**src/rtl/stim_shift_driver.sv**
```systemverilog
// Serial stimulus stage: shifts a loaded pattern out LSB-first on x, one bit per clock,
// samples the downstream machine's F once per bit period and counts the F=1 samples.
module stim_shift_driver #(
  parameter int WIDTH = 16,
  parameter int LEN_W = 5
) (
  input  logic             CLK,
  input  logic             RESET,
  input  logic             start,
  input  logic [WIDTH-1:0] pattern,
  input  logic [LEN_W-1:0] length,
  input  logic             hold,
  input  logic             F,
  output logic             x,
  output logic             busy,
  output logic             done,
  output logic             err,
  output logic [WIDTH-1:0] resp,
  output logic [LEN_W-1:0] ones_cnt,
  output logic [1:0]       dbg_state
);

  // Handshake: start is a level request sampled only in IDLE; busy is high for exactly
  // one cycle per bit period (plus any hold cycles); done and err are single-cycle pulses.

  typedef enum logic [1:0] {
    IDLE = 2'd0,
    SEND = 2'd1,
    DONE = 2'd2
  } state_t;

  localparam logic [LEN_W-1:0] MAX_LEN = LEN_W'(WIDTH);
  localparam logic [LEN_W-1:0] ONE_LEN = LEN_W'(1);

  state_t           state_q, state_d;
  logic             x_q, x_d;
  logic             busy_q, busy_d;
  logic             done_q, done_d;
  logic             err_q, err_d;
  logic [WIDTH-1:0] resp_q, resp_d;
  logic [LEN_W-1:0] ones_q, ones_d;
  logic [WIDTH-1:0] shreg_q, shreg_d;
  logic [LEN_W-1:0] rem_q, rem_d;
  logic [LEN_W-1:0] len_q, len_d;
  logic [LEN_W-1:0] bit_idx;
  logic             len_legal;

  assign len_legal = (length != '0) && (length <= MAX_LEN);
  // Bit period index counts up while remaining counts down.
  assign bit_idx   = len_q - rem_q;

  always_comb begin
    state_d = state_q;
    x_d     = x_q;
    busy_d  = busy_q;
    done_d  = 1'b0;
    err_d   = 1'b0;
    resp_d  = resp_q;
    ones_d  = ones_q;
    shreg_d = shreg_q;
    rem_d   = rem_q;
    len_d   = len_q;
    case (state_q)
      IDLE: begin
        x_d    = 1'b0;
        busy_d = 1'b0;
        if (start) begin
          if (len_legal) begin
            x_d     = pattern[0];
            shreg_d = pattern >> 1;
            rem_d   = length;
            len_d   = length;
            resp_d  = '0;
            ones_d  = '0;
            busy_d  = 1'b1;
            state_d = SEND;
          end else begin
            err_d = 1'b1;
          end
        end
      end
      SEND: begin
        if (!hold) begin
          resp_d = resp_q | ({{(WIDTH-1){1'b0}}, F} << bit_idx);
          ones_d = ones_q + {{(LEN_W-1){1'b0}}, F};
          if (rem_q > ONE_LEN) begin
            x_d     = shreg_q[0];
            shreg_d = shreg_q >> 1;
            rem_d   = rem_q - ONE_LEN;
          end else begin
            x_d     = 1'b0;
            busy_d  = 1'b0;
            done_d  = 1'b1;
            state_d = DONE;
          end
        end
      end
      DONE: begin
        state_d = IDLE;
      end
      default: begin
        state_d = IDLE;
        x_d     = 1'b0;
        busy_d  = 1'b0;
      end
    endcase
  end

  always_ff @(posedge CLK) begin
    if (RESET) begin
      state_q <= IDLE;
      x_q     <= 1'b0;
      busy_q  <= 1'b0;
      done_q  <= 1'b0;
      err_q   <= 1'b0;
      resp_q  <= '0;
      ones_q  <= '0;
      shreg_q <= '0;
      rem_q   <= '0;
      len_q   <= '0;
    end else begin
      state_q <= state_d;
      x_q     <= x_d;
      busy_q  <= busy_d;
      done_q  <= done_d;
      err_q   <= err_d;
      resp_q  <= resp_d;
      ones_q  <= ones_d;
      shreg_q <= shreg_d;
      rem_q   <= rem_d;
      len_q   <= len_d;
    end
  end

  assign x         = x_q;
  assign busy      = busy_q;
  assign done      = done_q;
  assign err       = err_q;
  assign resp      = resp_q;
  assign ones_cnt  = ones_q;
  assign dbg_state = state_q;

endmodule

```
**config.mk**
```make
export PLATFORM = sky130hd
export DESIGN_NAME = stim_shift_driver
export DESIGN_NICKNAME = d
export VERILOG_FILES = /design/src/rtl/stim_shift_driver.sv
export SDC_FILE = /design/constraint.sdc
export NUM_CORES = 1
export LEC_CHECK = 0
export CELL_PAD_IN_SITES_DETAIL_PLACEMENT = 0
export CELL_PAD_IN_SITES_GLOBAL_PLACEMENT = 2
export CORE_MARGIN = 2
export CORE_UTILIZATION = 33
export CTS_CLUSTER_SIZE = 14
export DETAILED_ROUTE_END_ITERATION = 6
export HOLD_SLACK_MARGIN = 0.03
export PLACE_DENSITY = 0.89
export SLEW_MARGIN = 10
export SYNTH_ARGS = -nofsm -noshare
export SYNTH_HDL_FRONTEND = slang
export SYNTH_SLANG_ARGS = --single-unit
```
**constraint.sdc**
```tcl
create_clock -name CLK -period 6.09 [get_ports CLK]
set_input_delay 1.218 -clock CLK [delete_from_list [all_inputs] [get_ports CLK]]
set_output_delay 1.218 -clock CLK [all_outputs]
set_load 0.03 [all_outputs]
```
# After elaboration in Yosys (flattened, before gate mapping)
# Cells that the tools add are included.
# totals
regBits	53
input_bits	26
out_inout_bits	27
# op_classes
add_sub_neg	3
magnitude_cmp	2
n_eq_ne	7
n_shift	1
muxes	35
bitwise_logic	5
n_reduce_logical	12
# op_table
op	n
two-way mux 16 bit	7
one-hot mux 16 bit (2 select lines)	2
two-way mux 5 bit	7
one-hot mux 5 bit (2 select lines)	2
OR 16 bit	1
<< shifter 1 x 5 -> 16 bit	1
two-way mux 1 bit	10
inequality test 2 bit, second input constant	5
two-way mux 2 bit	4
AND reduction 4 bit	2
one-hot mux 1 bit (3 select lines)	2
AND reduction 3 bit	2
OR reduction 3 bit	2
adder 5 x 1 -> 5 bit	1
greater-than comparator 5 x 1 -> 1 bit, second input constant	1
<= comparator 5 bit, second input constant	1
AND reduction 5 bit	1
nonzero test 5 bit	1
subtractor 5 x 1 -> 5 bit, second input constant	1
subtractor 5 bit	1
inverter 1 bit	4
one-hot mux 2 bit (2 select lines)	1
equality test 2 x 1 -> 1 bit, second input constant	1
equality test 2 bit, second input constant	1
other kinds (4)	4

# Logic depth before layout (Yosys ltp)
# Gate-level depths: netlist of run 1.
# depth
depth_word	5
mapped_depth	8
depth_no_buf	8

# Least setup slack after synthesis of run 1
# OpenSTA, ideal clock, no wires.
# synth_path
path_type	input to register
from	input port length[0]
to	register rem_q[4]
setup_time_ps	71
arrival_time_ps	2626
t_required_ps	6019
setup_slack_ps	3394
path_stages	6
n_path_buf	1
path_cell_list	nor4_4 mux2i_1 buf_2 a21boi_2 o21ai_0 a21oi_1
# synth_via
elab_chain_len	4
word_cells_on_any_way	5
# synth_rtl
item	line	source
from (decl)	11	input logic [LEN_W-1:0] length,
<= comparator 5 bit or nonzero test 5 bit (tied branches)	48	assign len_legal = (length != '0) && (length <= MAX_LEN);
logical AND 1 bit *	48	
inequality test 2 bit (no source line) *	n/a	
AND reduction 5 bit (no source line) *	n/a	
to (signal assigned)	130	rem_q <= rem_d;
to (decl)	43	logic [LEN_W-1:0] rem_q, rem_d;
# Mark *: on every way between the ends. The rest lies on a longest branch, timed or not.
# A chain may end at the register's enable or synchronous reset.

# Worst setup path after layout of run 1
# layout_path
from	input port length[0]
to	register resp_q[0] (netlist: resp[0])
# layout_via
elab_chain_len	4
word_cells_on_any_way	5
# layout_rtl
item	line	source
<= comparator 5 bit or nonzero test 5 bit (tied branches)	48	
logical AND 1 bit *	48	
inequality test 2 bit (no source line) *	n/a	
AND reduction 4 bit (no source line) *	n/a	
to (signal assigned)	127	resp_q <= resp_d;
to (decl)	40	logic [WIDTH-1:0] resp_q, resp_d;
# Marked as above.

==> results.yml, run 1 <==
run_status:
  outcome: "complete, no violations"
clock_network:
  hold_buffers: 0
  cts_setup_buffers: 0
  cts_htree_levels: 2
  clk_pin_slew_worst_paths_ns: 0.09
  clk_latency_ns: 0.30
  cts_buffers: 5
  cts.sinks: 52
  cts_resized: 0
  cts_tree: "done"
  ctsRootBufferMaster: "clkbuf_8"
  clock_path_buffers: 2
logic_synthesis:
  synth_top_area_share: 0.416
  async_flop_share: 0
  synthSimpleGateAreaFrac: 0.194
  yosysUniqueCellTypes: 44
  synth_top_family_by_area: "compound AO/OA/AOI/OAI gates"
  syn_area_per_cell_sq_um: 9.10
  synth_area_sq_um: 2500
  synthTopCellsByArea: "dfxtp_1 (42%), nor2_1 (7.0%), mux2i_1 (6.4%)"
  synth_top_area_cell: "dfxtp_1"
  synthMuxAreaShare: 0.0640
  seq_area_frac_synth: 0.416
  synth_compound_gate_area_share: 0.205
  ys_ff_latch: 52
  synth-adder-area-share: 0.0480
  ys.flop_type: "dfxtp_1"
  syn-num-nets: 310
  yosysWarnings: 0
  synthCells: 275
  synth-xor-area-share: 0.0315
  synth_edf_count: 0
power:
  power.leakage_nw: 1.22
  power_mw: 0.756
  pwr-share-comb: 0.250
  pwr-share-seq: 0.491
  p_sw_frac: 0.318
  ir_drop_mv: 0.137
  switchingPower_mw: 0.241
  clock_power_share: 0.259
  internal_power_mw: 0.515
  p_per_area_nw_per_um2: 238
timing:
  setup_tns_ns: 0
  fin_ws_ns: 2.30
  rsz0062_at_grt: "no"
  fin_crit_ns: 3.79
  fin_crit_sh: 0.623
  final_max_slew_viol_count: 0
  tightest_slew_ns: 1.01
  timing.slew.headroom: 0.307
  hold_violations: 0
  setup_viol: 0
  finClkSkew_ns: 0.00840
  fmax_mhz: 264
drt:
  vias: 2072
  routed_via_density: 4.91
  wl_per_cell_um: 13.5
  drt_pass1_iterations: 6
  drt-total-wl_mm: 5.68
  drtIter0Drc: 86
  drc: 0
  antenna_left: 0
cells_and_area:
  multi_input_comb_area_sq_um: 1360
  drive_gt1_frac: 0.0619
  antenna_cells: 0
  nets: 357
  synthToLayoutAreaGrowth_pct: 26.8
  regArea_sq_um: 1040
  fillCellCount: 764
global_routing:
  use_met1: 0.184
  grt_busiest_layer: "met2"
  met3_usage: 0.0365
  met2_usage: 0.233
  grt_pass1_vias: 1970
  grt-ovfl-total: 0
  grt_max_degree: 36
  antenna_found_initial: 0
  grt_pass1_wl_mm: 9.63
  track_usage: 0.141
critical_path:
  crit_type: "input port to flop"
  cp-start-kind: "input port"
  crit_arrival_ns: 4.04
  worstSetupEndpointType: "flop"
  cp.required_ns: 6.34
  path_max_fanout: 15
floorplan:
  design.core.area_sq_um: 7290
  die_area_sq_um: 8300
  std_cell_rows: 31
  die_y_um: 91.1
  ioPinCount: 53
  initial_utilization: 0.343
  dieWidth_um: 91.1
place:
  portBuffers: 52
  dp_hpwl_mm: 4.23
  place_ws_ns: 1.95
  place.gp.congestion: 0.746
worst_hold_path:
  min_path_type: "flop to flop"
run:
  max_cap_viol_count: 0
[kinds of logic (layout without fill, tap and decap cells)]
logic type                 count (synthesis)  count (layout)
AOI/OAI and AO/OA                         71              71
and+or+nand+nor                           96              96
buffers and inverters                     22              70
DFF                                       52              52
xor gates and xnor gates                   9               9
adders and majority gates                  9               9
muxes                                     16              16
[area by class of cell]
cell class / instances / area share
clock buffers: 5 / 0.0217
clock inverters: 3 / 0.00591
inverters: 8 / 0.00946
multi-input cells: 201 / 0.427
flip-flops and latches: 52 / 0.328
well taps: 99 / 0.0390
repair buffers: 54 / 0.169
[flip-flops by register name, indices dropped and copies added (netlist names)]
| name | count |
|---|---|
| resp | 16 |
| len_q | 5 |
| ones_cnt | 5 |
| done | 1 |
| rem_q | 5 |
| busy | 1 |
| shreg_q | 15 |
| err | 1 |
| x | 1 |
| dbg_state | 2 |
[critical path, stage by stage]
cell	delay, ns
clkdlybuf4s50_1	0.49
nor4_4	0.45
mux2i_1	0.89
nand2b_1	0.56
nor2_1	0.29
a22o_1	0.15
[metrics by stage]
step / instances / hold WS, ns / instance area, sq um / utilization
3_3_place_gp: 414 / 0.451 / 3090 / 0.423
4_1_cts: 422 / 0.466 / 3170 / 0.435
3_5_place_dp: 414 / 0.453 / 3090 / 0.423
5_1_grt: 422 / 0.492 / 3170 / 0.435
6_report: 422 / 0.460 / 3170 / 0.435
2_1_floorplan: 275 / 0.436 / 2500 / -
[path summary, 6_finish.rpt]
| path | cells past startpoint | to | startpoint | slack (ns) |
|---|---|---|---|---|
| worst max-delay path | 6 | resp[0]$_SDFFE_PP0P_ | length[0] | 2.30 |
| worst max register to register | 5 | resp[0]$_SDFFE_PP0P_ | dbg_state[0]$_SDFFE_PP0P_ | 3.54 |
| worst min register to register | 2 | len_q[0]$_SDFFE_PP0P_ | len_q[0]$_SDFFE_PP0P_ | 0.46 |
| worst min-delay path | 2 | len_q[0]$_SDFFE_PP0P_ | len_q[0]$_SDFFE_PP0P_ | 0.46 |
[power groups by stage]
stage	Sequential [mW]	Clock, mW	Combinational [mW]
6_report	0.371	0.195	0.189
3_3_place_gp	0.379	0	0.189
4_1_cts	0.372	0.203	0.191
3_5_place_dp	0.380	0	0.190
2_1_floorplan	0.382	0	0.134
5_1_grt	0.374	0.217	0.213
[placed cells by master (no fill, tap or decap), types with 2 or more instances in the layout]
cell type        synthesis  routed
a41oi_1                  8       8
clkinv_2                 0       2
a22o_1                   9       9
nand2b_1                 4       4
nor2_1                  47      47
nor3_1                   3       3
a22oi_1                  3       3
a21oi_1                 15      15
a21boi_0                 2       2
o21ai_0                 11      11
nor2b_1                  4       4
xor2_1                   6       6
buf_4                    0       2
ha_1                     8       8
nand2_1                 24      24
clkbuf_8                 0       5
inv_1                    8       8
mux2i_1                 16      16
nand4_1                  2       2
nor4b_4                  2       2
nand3_1                  2       2
xnor2_1                  3       3
a211oi_1                13      13
dfxtp_1                 52      52
clkdlybuf4s50_1          0      52
[layer usage]
metal	vias to the layer above	wire length (um)
met4	0	27
met2	41	2640
met3	2	279
met5	-	0
li1	1075	-
met1	954	2730
[Yosys cell counts (2+ instances only)]
cell      count
dfxtp_1      52
nor2_1       47
nand2_1      24
mux2i_1      16
a21oi_1      15
a211oi_1     13
o21ai_0      11
a22o_1        9
a41oi_1       8
ha_1          8
inv_1         8
buf_2         7
xor2_1        6
clkbuf_1      4
nand2b_1      4
nor2b_1       4
a22oi_1       3
nor3_1        3
xnor2_1       3
a21boi_0      2
buf_6         2
nand3_1       2
nand4_1       2
nor4b_4       2
Note: power is estimated with default switching activity, not from simulation.
==> inputs of run 2 (changes only) <==
- CORE_UTILIZATION: 33 -> 27
- PLACE_DENSITY: 0.89 -> 0.78
- clock period: 6.09 -> 3.07 ns (I/O delays scaled with it)
==> run 2 against run 1 <==
Against the previous run: worst setup slack worse by 1.7 ns; cell count rose by 3.8%; register-to-register slack got worse by 2.9 ns; via count is 0.82% higher; critical path depth grew 1; first-iteration DRC count down 23%; core utilization is 8.1 points lower; die area grew 21%; global-route usage fell by 2.1 points; non-clock buffer count up 4; sequential share of layout area down 0.52 points; critical path type unchanged; largest cell class unchanged.
==> results.yml, run 2 (synthesis gave the netlist of run 1 again) <==
clock_network:
  cts_setup_buffers: 0
  cts.sinks: 52
  clock_path_buffers: 2
  hold_buffers: 0
  cts_resized: 0
  cts_htree_levels: 2
  cts_buffers: 5
  cts_tree: "done"
  clk_pin_slew_worst_paths_ns: 0.10
  clk_latency_ns: 0.30
  ctsRootBufferMaster: "clkbuf_8"
floorplan:
  std_cell_rows: 35
  design.core.area_sq_um: 9110
  die_y_um: 100
  die_area_sq_um: 10100
  dieWidth_um: 100
  ioPinCount: 53
  initial_utilization: 0.275
critical_path:
  cp.required_ns: 3.30
  crit_type: "input port to flop"
  crit_chain: "clkdlybuf4s50_1, nor4_4, mux2i_1, buf_4, a21boi_2, o21ai_0, a21oi_1"
  path_max_fanout: 10
  cpMaxStageDelayCell: "clkdlybuf4s50_1"
  crit_buf_inv: 2
  worstSetupEndpointType: "flop"
  crit_arrival_ns: 2.70
  cpLargestDelayFamily: "buffers and inverters"
  cp-start-kind: "input port"
  critPathMaxStageDelay_ns: 0.50
power:
  power_mw: 1.54
  p_per_area_nw_per_um2: 477
  ir_drop_mv: 0.195
  power.leakage_nw: 1.23
cells_and_area:
  nets: 361
  final_area_sq_um: 3220
  drive_gt1_frac: 0.0703
  antenna_cells: 0
  layout_common_cells: "dfxtp_1 (52), clkdlybuf4s50_1 (52), nor2_1 (47), nand2_1 (24), mux2i_1 (16)"
  final_cells: 438
  largest_register_ff_count: 16
  synthToLayoutAreaGrowth_pct: 28.8
timing:
  hold_violations: 0
  setup_viol: 0
  finClkSkew_ns: 0.0121
  setup_tns_ns: 0
  fin_worst_hold_slack_ns: 0.462
  tightest_slew_ns: 0.820
  fmax_mhz: 405
  fin_crit_sh: 0.804
  timing.slew.headroom: 0.449
  final_max_slew_viol_count: 0
  fin_crit_ns: 2.47
  rsz0062_at_grt: "no"
drt:
  routed_via_density: 4.77
  drt_pass1_iterations: 4
  drt-total-wl_mm: 5.87
  wl_per_cell_um: 13.4
  drc: 0
  antenna_left: 0
  vias: 2089
  drtIter0Drc: 66
global_routing:
  grt_pass1_wl_mm: 9.77
  grt-ovfl-total: 0
  antenna_found_initial: 0
  track_usage: 0.120
  grt_pass1_vias: 2029
  grt_max_degree: 33
place:
  dp_cells: 430
  placed_area_sq_um: 3130
  dp_hpwl_mm: 4.30
  place.gp.congestion: 0.782
  portBuffers: 52
run_status:
  outcome: "complete, no violations"
worst_hold_path:
  min_path_type: "flop to flop"
run:
  max_cap_viol_count: 0
==> run 2: metal layers <==
metal | global-route usage | share of wire | vias to the layer above | wire length, um
li1 | - | - | 1083 | -
met1 | 0.157 | 0.49 | 963 | 2900
met3 | 0.0272 | 0.038 | 2 | 224
met4 | 0.0221 | 0.0046 | 0 | 27
met5 | 0 | 0 | - | 0
met2 | 0.204 | 0.46 | 41 | 2720
==> run 2: worst register-to-register path: stages (launching register included) <==
cell      delay [ns]
dfxtp_1         0.35
ha_1            0.24
fa_1            0.44
nand2b_1        0.17
a21oi_1         0.15
xnor2_1         0.39
nor4b_4         0.43
a22o_1          0.18
==> run 2: area by class of cell <==
| cell class | instances | area (sq um) |
|---|---|---|
| timing repair buffer | 58 | 566 |
| inverter | 8 | 30.0 |
| multi-input combinational | 201 | 1360 |
| sequential | 52 | 1040 |
| clock inverter | 1 | 7.51 |
| tap | 111 | 139 |
| clock buffer | 7 | 86.3 |
| fill | 963 | 5880 |
==> run 2: worst paths after layout <==
kind / from / to / slack, ns / cells past startpoint
worst max-delay path: length[0] / rem_q[3]$_SDFFE_PP0P_ / 0.60 / 7
worst min register to register: len_q[0]$_SDFFE_PP0P_ / len_q[0]$_SDFFE_PP0P_ / 0.46 / 2
worst max register to register: rem_q[0]$_SDFFE_PP0P_ / resp[6]$_SDFFE_PP0P_ / 0.66 / 7
worst min-delay path: len_q[0]$_SDFFE_PP0P_ / len_q[0]$_SDFFE_PP0P_ / 0.46 / 2
==> run 2: stage by stage <==
step	utilization	setup WS (ns)
global route	0.354	0.387
global placement	0.344	0.321
finish	0.354	0.600
floorplan	-	0.971
CTS	0.354	0.585
detailed placement	0.344	0.266
==> run 2: report_power, final <==
group	internal (mW)	total [mW]	leakage [nW]	switching [mW]
Combinational	0.162	0.388	0.764	0.227
Sequential	0.711	0.737	0.423	0.0264
Clock	0.184	0.414	0.0445	0.230
==> inputs of run 3 (changes only) <==
- clock period: 3.07 -> 2 ns (I/O delays scaled with it)
==> run 3 against run 2 <==
Against the previous run: non-clock buffer count is 26 higher; clock power increased by 82%; critical endpoint is now resp[1]$_SDFFE_PP0P_; clock skew down 0.0026 ns; highest routed layer unchanged; sequential share of layout area down 3.0 points; cell count increased by 6.2%; first-iteration DRC count down 11%.
==> results.yml, run 3 (synthesis gave the netlist of run 1 again) <==
clock_network:
  clock_path_buffers: 2
  cts_htree_levels: 2
  clk_pin_slew_worst_paths_ns: 0.09
  cts_tree: "done"
  ctsRootBufferMaster: "clkbuf_8"
  clk_latency_ns: 0.30
  cts.sinks: 52
  cts_buffers: 5
critical_path:
  worstSetupEndpointType: "flop"
  crit_arrival_ns: 2.18
  cp.depth: 7
  timing.rr.end: "resp[1]$_SDFFE_PP0P_"
  crit_end: "resp[1]$_SDFFE_PP0P_"
  crit_buf_inv: 2
  critPathMaxStageDelay_ns: 0.52
  crit_type: "input port to flop"
  reg2regPathDepth: 8
  cp-start-kind: "input port"
  rrSetupSlack_ns: 0.09
  cpMaxStageDelayCell: "clkdlybuf4s50_1"
  crit_chain: "clkdlybuf4s50_1, nor4bb_4, mux2i_2, buf_4, and2_4, nor4b_4, a22o_1"
  r2r_start: "len_q[0]$_SDFFE_PP0P_"
  path_max_fanout: 6
  cpLargestDelayFamily: "simple AND/OR/NAND/NOR gates"
  cp.required_ns: 2.24
  crit_start: "start"
drt:
  wl_per_cell_um: 13.5
  vias: 2222
  drt_pass1_iterations: 4
  routed_via_density: 4.78
  drtIter0Drc: 59
  drc: 0
  antenna_left: 0
  drt-total-wl_mm: 6.26
cells_and_area:
  fillCellCount: 926
  synthToLayoutAreaGrowth_pct: 42.4
  largest_register_ff_count: 16
  mostFrequentLayoutCell: "dfxtp_1"
  regArea_sq_um: 1040
  nets: 388
  layout_common_cells: "dfxtp_1 (49), nor2_1 (46), clkdlybuf4s50_1 (46), buf_4 (32), nand2_1 (23)"
  multi_input_comb_area_sq_um: 1470
  drive_gt1_frac: 0.189
  antenna_cells: 0
floorplan:
  die_y_um: 100
  die_area_sq_um: 10100
  design.core.area_sq_um: 9110
  initial_utilization: 0.275
  dieWidth_um: 100
  std_cell_rows: 35
  ioPinCount: 53
timing:
  hold_violations: 0
  final_max_slew_viol_count: 0
  setup_viol: 0
  tightest_slew_ns: 0.516
  fin_worst_hold_slack_ns: 0.465
  timing.slew.headroom: 0.655
  fmax_mhz: 516
  finClkSkew_ns: 0.00952
  fin_crit_sh: 0.968
  fin_crit_ns: 1.94
global_routing:
  grt_pass1_wl_mm: 10.3
  grt_max_degree: 25
  antenna_found_initial: 0
  grt_pass1_vias: 2106
  grt-ovfl-total: 0
  track_usage: 0.126
place:
  place.gp.congestion: 0.767
  portBuffers: 52
  dp_hpwl_mm: 4.59
run:
  max_cap_viol_count: 0
power:
  power.leakage_nw: 1.43
  p_per_area_nw_per_um2: 734
  power_mw: 2.61
  ir_drop_mv: 0.309
worst_hold_path:
  hold_depth: 2
  min_path_type: "flop to flop"
run_status:
  outcome: "complete, no violations"
-- run 3: cell count changes in the layout (fill, tap and decap cells not counted), moves of 3 or more --
cell	previous run	this run
clkdlybuf4s50_1	52	46
dlygate4sd2_1	0	5
dfxtp_1	52	49
buf_4	6	32
dfxtp_2	0	3
-- run 3: how the worst min path moves through the flow --
stage / from / end / slack, ns
global route: len_q[2]$_SDFFE_PP0P_ / len_q[2]$_SDFFE_PP0P_ / 0.50
global placement: len_q[0]$_SDFFE_PP0P_ / len_q[0]$_SDFFE_PP0P_ / 0.45
floorplan: len_q[0]$_SDFFE_PP0P_ / len_q[0]$_SDFFE_PP0P_ / 0.44
finish: len_q[2]$_SDFFE_PP0P_ / len_q[2]$_SDFFE_PP0P_ / 0.46
detailed placement: len_q[2]$_SDFFE_PP0P_ / len_q[2]$_SDFFE_PP0P_ / 0.46
CTS: len_q[2]$_SDFFE_PP0P_ / len_q[2]$_SDFFE_PP0P_ / 0.47
-- run 3: repair_timing --
| item | 4_1_cts | 5_1_grt |
|---|---|---|
| setup buffers | 1 | 2 |
| endpoints found under the setup margin | 35 | 16 |
| pin swaps | 6 | 7 |
| endpoints found under the hold margin | 0 | 0 |
| cloned | 1 | 0 |
| hold buffers | 0 | 0 |
| resized for setup | 16 | 9 |
-- run 3: worst reg2reg max path: stages, from the launching register on --
cell and delay [ns]:
dfxtp_2 0.34, inv_1 0.04, ha_2 0.17, fa_2 0.34
nand2b_4 0.15, a21oi_4 0.13, xnor2_2 0.15, nor4b_4 0.34
a22o_1 0.18
-- run 3: stage by stage --
step / setup WS, ns / instance area, sq um / utilization / instances / TNS [ns]
CTS: 0.0234 / 3500 / 0.384 / 463 / 0
global route: -0.00578 / 3560 / 0.391 / 465 / -0.0144
global placement: -0.394 / 3320 / 0.364 / 453 / -14.12
floorplan: 0.0141 / 2520 / - / 275 / 0
finish: 0.0633 / 3560 / 0.391 / 465 / 0
detailed placement: -0.445 / 3320 / 0.364 / 453 / -16.63
-- run 3: power breakdown --
group / internal, mW / total, mW / switching, mW
combinational: 0.327 / 0.730 / 0.403
clock: 0.410 / 0.755 / 0.345
sequential: 1.09 / 1.13 / 0.0367
total: 1.83 / 2.61 / 0.784
-- run 3: final cells by class --
class	instances	share of cell area
Timing Repair Buffer	84	0.213
Clock buffer	6	0.0232
Tap cell	111	0.0390
Clock inverter	2	0.0109
Sequential cell	52	0.293
Inverter	8	0.00843
Multi-Input combinational cell	202	0.413
-- run 3: layer usage --
layer	wire (um)	GRT usage	share of wire
met5	0	0	0
met4	25	0.0190	0.0040
met3	274	0.0272	0.044
met2	2900	0.211	0.46
met1	3060	0.169	0.49
